$ cat src/rtl/op_loader_if.sv
// Byte-stream and SRAM-write bundle for the operand loader.
// The master side is the loader itself; the slave side is the byte source plus the SRAM.
interface op_loader_if #(
  parameter int ADRBW = 20,
  parameter int WRDBW = 16
);
  logic             i_byte_valid;
  logic [7:0]       i_byte;
  logic             o_byte_ready;
  logic             o_wen;
  logic [ADRBW-1:0] o_addr;
  logic [WRDBW-1:0] o_wdata;

  // A byte transfers on a rising edge where i_byte_valid and o_byte_ready are both high;
  // the source holds i_byte stable while valid is high and ready is low.
  modport master (
    input  i_byte_valid, i_byte,
    output o_byte_ready, o_wen, o_addr, o_wdata
  );

  modport slave (
    output i_byte_valid, i_byte,
    input  o_byte_ready, o_wen, o_addr, o_wdata
  );
endinterface

$ cat src/rtl/op_loader.sv
// Packs an MS-byte-first operand stream into 16-bit words written LS word at base.
// Optional trailing zero guard word enabled by defining OP_LOADER_GUARD_EN.
module op_loader #(
  parameter int ADRBW = 20,
  parameter int WRDBW = 16,
  parameter int VARBW = 17
) (
  input  logic             i_clk,
  input  logic             i_rst_n,
  input  logic             i_start,
  input  logic [VARBW-1:0] i_varsize,
  input  logic [ADRBW-1:0] i_baseaddr,
  op_loader_if.master      bus,
  output logic             o_busy,
  output logic             o_done,
  output logic [2:0]       o_dbg_state
);

  typedef enum logic [2:0] {
    IDLE  = 3'd0,
    HI    = 3'd1,
    LO    = 3'd2,
    WR    = 3'd3,
    GUARD = 3'd4,
    DONE  = 3'd5
  } state_t;

  state_t           state_q, state_d;
  logic [ADRBW-1:0] ptr_q, ptr_d;
  logic [VARBW:0]   rem_q, rem_d;
  logic [7:0]       hi_q, hi_d;
  logic             ready_q, ready_d;
  logic             wen_q, wen_d;
  logic [ADRBW-1:0] addr_q, addr_d;
  logic [WRDBW-1:0] wdata_q, wdata_d;
  logic             busy_q, busy_d;
  logic             done_q, done_d;
`ifdef OP_LOADER_GUARD_EN
  logic [ADRBW-1:0] guard_q, guard_d;
`endif

  logic [VARBW:0] size_rnd;
  logic [VARBW:0] nwords;
  logic           accept;

  // Word count = ceil(bits/16); one extra bit keeps the rounding add from overflowing.
  assign size_rnd = {1'b0, i_varsize} + (VARBW+1)'(15);
  assign nwords   = size_rnd >> 4;
  assign accept   = ready_q && bus.i_byte_valid;

  always_comb begin
    state_d = state_q;
    ptr_d   = ptr_q;
    rem_d   = rem_q;
    hi_d    = hi_q;
    wen_d   = 1'b0;
    addr_d  = addr_q;
    wdata_d = wdata_q;
`ifdef OP_LOADER_GUARD_EN
    guard_d = guard_q;
`endif
    case (state_q)
      IDLE: begin
        if (i_start) begin
          ptr_d   = i_baseaddr + ADRBW'(nwords) - ADRBW'(1);
          rem_d   = nwords;
`ifdef OP_LOADER_GUARD_EN
          guard_d = i_baseaddr + ADRBW'(nwords);
`endif
          state_d = (nwords == '0) ? DONE : HI;
        end
      end
      HI: begin
        if (accept) begin
          hi_d    = bus.i_byte;
          state_d = LO;
        end
      end
      LO: begin
        // Write data is registered here so o_wen/o_addr/o_wdata line up in the WR cycle.
        if (accept) begin
          wen_d   = 1'b1;
          addr_d  = ptr_q;
          wdata_d = WRDBW'({hi_q, bus.i_byte});
          state_d = WR;
        end
      end
      WR: begin
        ptr_d = ptr_q - ADRBW'(1);
        rem_d = rem_q - (VARBW+1)'(1);
        if (rem_q != (VARBW+1)'(1)) begin
          state_d = HI;
        end else begin
`ifdef OP_LOADER_GUARD_EN
          wen_d   = 1'b1;
          addr_d  = guard_q;
          wdata_d = '0;
          state_d = GUARD;
`else
          state_d = DONE;
`endif
        end
      end
`ifdef OP_LOADER_GUARD_EN
      GUARD:   state_d = DONE;
`endif
      DONE:    state_d = IDLE;
      default: state_d = IDLE;
    endcase
    ready_d = (state_d == HI) || (state_d == LO);
    busy_d  = (state_d != IDLE);
    done_d  = (state_d == DONE);
  end

  always_ff @(posedge i_clk or negedge i_rst_n) begin
    if (!i_rst_n) begin
      state_q <= IDLE;
      ptr_q   <= '0;
      rem_q   <= '0;
      hi_q    <= '0;
      ready_q <= 1'b0;
      wen_q   <= 1'b0;
      addr_q  <= '0;
      wdata_q <= '0;
      busy_q  <= 1'b0;
      done_q  <= 1'b0;
`ifdef OP_LOADER_GUARD_EN
      guard_q <= '0;
`endif
    end else begin
      state_q <= state_d;
      ptr_q   <= ptr_d;
      rem_q   <= rem_d;
      hi_q    <= hi_d;
      ready_q <= ready_d;
      wen_q   <= wen_d;
      addr_q  <= addr_d;
      wdata_q <= wdata_d;
      busy_q  <= busy_d;
      done_q  <= done_d;
`ifdef OP_LOADER_GUARD_EN
      guard_q <= guard_d;
`endif
    end
  end

  assign bus.o_byte_ready = ready_q;
  assign bus.o_wen        = wen_q;
  assign bus.o_addr       = addr_q;
  assign bus.o_wdata      = wdata_q;
  assign o_busy           = busy_q;
  assign o_done           = done_q;
  assign o_dbg_state      = state_q;

endmodule

$ cat src/flat_wrapper.sv
// flat-port wrapper written by rule: the top's interface ports become plain ports
module op_loader_flat 
#(
  parameter int ADRBW = 20,
  parameter int WRDBW = 16,
  parameter int VARBW = 17
)
  (i_clk, i_rst_n, i_start, i_varsize, i_baseaddr, o_busy, o_done, o_dbg_state, bus_i_byte_valid, bus_i_byte, bus_o_byte_ready, bus_o_wen, bus_o_addr, bus_o_wdata);
  op_loader_if #(.ADRBW(ADRBW), .WRDBW(WRDBW)) bus_i ();
  input  logic i_clk;
  input  logic i_rst_n;
  input  logic i_start;
  input  logic [VARBW-1:0] i_varsize;
  input  logic [ADRBW-1:0] i_baseaddr;
  output logic o_busy;
  output logic o_done;
  output logic [2:0] o_dbg_state;
  input wire logic [$bits(bus_i.i_byte_valid)-1:0] bus_i_byte_valid;
  input wire logic [$bits(bus_i.i_byte)-1:0] bus_i_byte;
  output wire logic [$bits(bus_i.o_byte_ready)-1:0] bus_o_byte_ready;
  output wire logic [$bits(bus_i.o_wen)-1:0] bus_o_wen;
  output wire logic [$bits(bus_i.o_addr)-1:0] bus_o_addr;
  output wire logic [$bits(bus_i.o_wdata)-1:0] bus_o_wdata;
  assign bus_i.i_byte_valid = bus_i_byte_valid;
  assign bus_i.i_byte = bus_i_byte;
  assign bus_o_byte_ready = bus_i.o_byte_ready;
  assign bus_o_wen = bus_i.o_wen;
  assign bus_o_addr = bus_i.o_addr;
  assign bus_o_wdata = bus_i.o_wdata;
  op_loader #(.ADRBW(ADRBW), .WRDBW(WRDBW), .VARBW(VARBW)) u_core (.i_clk(i_clk), .i_rst_n(i_rst_n), .i_start(i_start), .i_varsize(i_varsize), .i_baseaddr(i_baseaddr), .bus(bus_i), .o_busy(o_busy), .o_done(o_done), .o_dbg_state(o_dbg_state));
endmodule
$ cat config.mk
export PLATFORM = sky130hd
export DESIGN_NAME = op_loader_flat
export DESIGN_NICKNAME = d
export VERILOG_FILES = /design/src/rtl/op_loader_if.sv /design/src/rtl/op_loader.sv /design/src/flat_wrapper.sv
export SDC_FILE = /design/constraint.sdc
export NUM_CORES = 1
export LEC_CHECK = 0
export CORE_UTILIZATION = 40
export DETAILED_ROUTE_END_ITERATION = 8
export PLACE_DENSITY_LB_ADDON = 0.3
export SYNTH_ARGS = -nofsm -noshare
export SYNTH_HDL_FRONTEND = slang
export SYNTH_SLANG_ARGS = --single-unit
$ cat constraint.sdc
create_clock -name i_clk -period 2.05 [get_ports i_clk]
set_input_delay 0.41 -clock i_clk [delete_from_list [all_inputs] [get_ports i_clk]]
set_output_delay 0.41 -clock i_clk [all_outputs]
set_load 0.1 [all_outputs]
==> results.sh <==
export IMPL_drc=0
export IMPL_layout_setup_ws_ns=-0.922
export IMPL_grt_pass1_wl_um=26300
export IMPL_die_x_um=120
export IMPL_start_util_pct=41.6
export IMPL_dr_pass1_iters=4
export IMPL_rsz0062_at_grt="true"
export IMPL_relSlewSlack_pct=68.0
export IMPL_final_max_slew_violation_count=0
export IMPL_wl_per_cell_um=16.8
export IMPL_synthTopCellsByArea="dfrtp_1 40%, mux2_2 9.5%, ha_1 7.8%, inv_1 3.5%, nand2_1 2.9%"
export IMPL_fill_cells=1025
export IMPL_fin_skew_ns=0.0113
export IMPL_fin_util_pct=65.6
export IMPL_place_hpwl_um=11700
export IMPL_worst_path_largest_cell_delay_ns=0.37
export IMPL_async_flop_share_pct=100
export IMPL_vias=5235
export IMPL_numCtsBuffers=9
export IMPL_fin_hold_ws_ns=-0.00455
export IMPL_synth_cell_types=60
export IMPL_rows=42
export IMPL_path_cells="buf_6 -> nor4_4 -> buf_4 -> nand2b_4 -> xor2_4 -> ha_4 -> inv_2 -> ha_4 -> fa_2 -> a211oi_4 -> o21ai_2 -> a21oi_4 -> o21bai_4 -> xnor2_2 -> a221oi_2"
export IMPL_grt_overflow=0
export IMPL_drt_total_wl_um=16400
export IMPL_die_h_um=120
export IMPL_ys_flop_type="dfrtp_1"
export IMPL_hold_path_class="in2async"
export IMPL_fin_crit_sh_pct=145
export IMPL_clkLatencyLatePin_ns=0.36
export IMPL_power_frac_clock_pct=13.5
export IMPL_ios=92
export IMPL_clockBufferDepth=2
export IMPL_die_area_um2=14400
export IMPL_worst_setup_path_start_kind="input pin"
export IMPL_layout_cells_non_filler=977
export IMPL_fmax_mhz=336
export IMPL_first_iter_violations=220
export IMPL_fin_nets=881
export IMPL_p_comb_share_pct=61.4
export IMPL_r2r_setup_slack_ns=-0.03
export IMPL_clkSlewWorstSetupHoldPaths_ns=0.07
export IMPL_synth_edff_count=0
export IMPL_slowest_stage="fa_2"
export IMPL_layout_drive_gt1_share_pct=48.7
export IMPL_endpoint_kind="flop"
export IMPL_cp_max_fo=4
export IMPL_peakVddDrop_mv=0.763
export IMPL_n_antenna_cell=0
export IMPL_synth_avg_cell_area_um2=9.69
export IMPL_p_sw_mw=6.26
export IMPL_dp_cells=934
export IMPL_port_buffers=91
export IMPL_cts_tree="done"
export IMPL_antenna_left=0
export IMPL_antenna_found_initial=0
export IMPL_grt_max_degree=38
export IMPL_path_common_cell="ha_4"
export IMPL_outcome="finished, violations left"
export IMPL_finalHoldViolCount=3
export IMPL_intPower_mw=5.99
export IMPL_cts_max_level=3
export IMPL_syn_inst=576
export IMPL_seq_area_frac_synth_pct=39.9
export IMPL_ys_ff_latch=89
export IMPL_grt_pass1_vias=5411
export IMPL_vias_per_cell=5.36
export IMPL_period_minus_slack_ns=2.97
export IMPL_place_gp_congestion=0.936
export IMPL_p_leak_nw=3.82
export IMPL_crit_type="in2reg"
export IMPL_powerDensity_nw_per_um2=1390
export IMPL_yosys_area_top_type_share_pct=39.9
export IMPL_tightest_slew_ns=0.479
export IMPL_coreArea_um2=13400
export IMPL_grtUsageTotal_pct=23.4
export IMPL_synth_area_um2=5580
export IMPL_path_delay_family="compound AO/OA/AOI/OAI gates"
export IMPL_switching_share_pct=51.1
export IMPL_crit_required_ns=2.31
export IMPL_yosys_warnings=0
export IMPL_clockRootBuffer="clkbuf_16"
export IMPL_synth_nets=661
export IMPL_clkSinkCount=89
export IMPL_arrival_ns=3.23
export IMPL_finalSetupViolCount=19
export IMPL_path_buf_inv=3
export IMPL_areaGrowthSynthToFinish_pct=57.5
export IMPL_failed_checks="hold timing, setup timing"
export IMPL_synth_largest_area_cell="dfrtp_1"
export IMPL_max_cap_viol_count=0
export IMPL_sequentialPowerShare_pct=25.1
-- registers in the layout (all words and copies together), names as in the netlist --
register                 count
u_core.o_done                1
u_core.bus.o_wen             1
u_core.o_busy                1
u_core.hi_q                  8
u_core.rem_q                18
u_core.bus.o_wdata          16
u_core.o_dbg_state           3
u_core.bus.o_addr           20
u_core.bus.o_byte_ready      1
u_core.ptr_q                20
-- routing by layer --
layer	part of all wire, %	global-route usage (%)	up-vias
met2	51	40.6	134
met3	3.7	3.14	24
met4	2.2	10.3	0
met1	43	28.8	2544
li1	-	-	2533
met5	0	0	-
-- worst paths after layout --
check                                 start          endpoint  cells past startpoint
min in group i_clk         u_core.rem_q[15]  u_core.rem_q[15]                      1
min reg2reg                u_core.rem_q[15]  u_core.rem_q[15]                      1
min                                 i_rst_n  u_core.rem_q[15]                      1
max reg2reg                 u_core.ptr_q[4]  u_core.ptr_q[19]                      7
max in group asynchronous           i_rst_n   u_core.ptr_q[5]                      2
max                            i_varsize[3]  u_core.ptr_q[15]                     15
-- synth_stat cells, types with 3 or more instances --
master and n:
dfrtp_1 89, inv_1 52, mux2_2 47, nand2_1 43, ha_1 35, nor2_1 32, a21oi_1 30, o21ai_0 26
nor3_1 18, nand3_1 17, xnor2_1 16, o211ai_1 13, xor2_1 12, clkbuf_1 11, a21o_1 9, nand4_1 9
and3_1 6, nor4_1 6, or4_1 6, a211oi_1 5, mux2i_1 5, nor3b_1 5, o221ai_1 5, o311ai_0 5
a221oi_1 4, buf_1 4, buf_2 4, a31oi_1 3, and2_1 3, nand2b_1 3, nand4b_1 3, o21a_1 3
o21bai_1 3, o22ai_1 3, o41ai_1 3, or2_2 3, or3_1 3, or4_4 3
-- through the flow --
stage	setup TNS, ns	total power [mW]	hold WS (ns)	setup slack (ns)	cell area [um2]
2_1_floorplan	-13.14	7.96	0.114	-1.06	5750
3_3_place_gp	-32.36	9.88	0.379	-1.67	7530
3_5_place_dp	-33.62	10.0	0.381	-1.70	7530
4_1_cts	-11.23	12.0	0.00949	-0.889	8410
5_1_grt	-13.98	12.9	0.0204	-1.06	8790
6_report	-11.90	12.2	-0.00455	-0.922	8790
-- layout by cell type (no fill, tap or decap), types with 7 or more instances in the layout --
cell type,synthesis,final
buf_4,0,161
dfrtp_1,89,85
mux2_2,47,46
inv_1,52,39
nand2_1,43,37
clkdlybuf4s50_1,0,35
nor2_1,32,26
buf_6,1,20
a21oi_1,30,19
ha_4,0,18
ha_1,35,17
nor3_1,18,15
o21ai_0,26,15
nand3_1,17,13
o211ai_1,13,13
inv_2,0,12
nand4_1,9,9
a21oi_2,0,9
a21o_1,9,9
clkbuf_16,0,9
xnor2_2,0,7
o21ai_2,1,7
xnor2_1,16,7
buf_2,4,7
-- kinds of logic (layout without fill, tap and decap cells) --
logic type / after synthesis / after routing / synth area share [%]
compound gates: 124 / 124 / 14.6
xor+xnor: 28 / 28 / 4.39
fa+ha+maj: 36 / 36 / 8.21
buf+inv: 72 / 297 / 5.07
flops: 89 / 89 / 39.9
mux: 52 / 52 / 10.4
simple gates: 175 / 175 / 17.5
-- repair_timing --
| action | 4_1_cts | 5_1_grt |
|---|---|---|
| pin swaps | 67 | 60 |
| hold buffers | 0 | 0 |
| setup buffers | 17 | 16 |
| setup endpoints to repair | 25 | 25 |
| hold endpoints to repair | 0 | 0 |
| resized for setup | 141 | 59 |
-- area by class of cell --
class / count / area, um2 / area share [%]
well taps: 176 / 220 / 2.50
clock inverters: 7 / 73.8 / 0.840
multi-input cells: 415 / 3920 / 44.5
repair buffers: 229 / 1920 / 21.8
inverters: 52 / 198 / 2.25
clock buffers: 9 / 225 / 2.56
flip-flops and latches: 89 / 2240 / 25.5
-- power by group through the flow --
stage	clock network (mW)	registers [mW]	logic, mW
finish	1.65	3.08	7.52
global route	1.77	3.19	7.91
CTS	1.68	3.08	7.28
detailed placement	0	3.11	6.92
global placement	0	3.06	6.83
floorplan	0	5.83	2.13
Power figures use the tool's default switching activity.
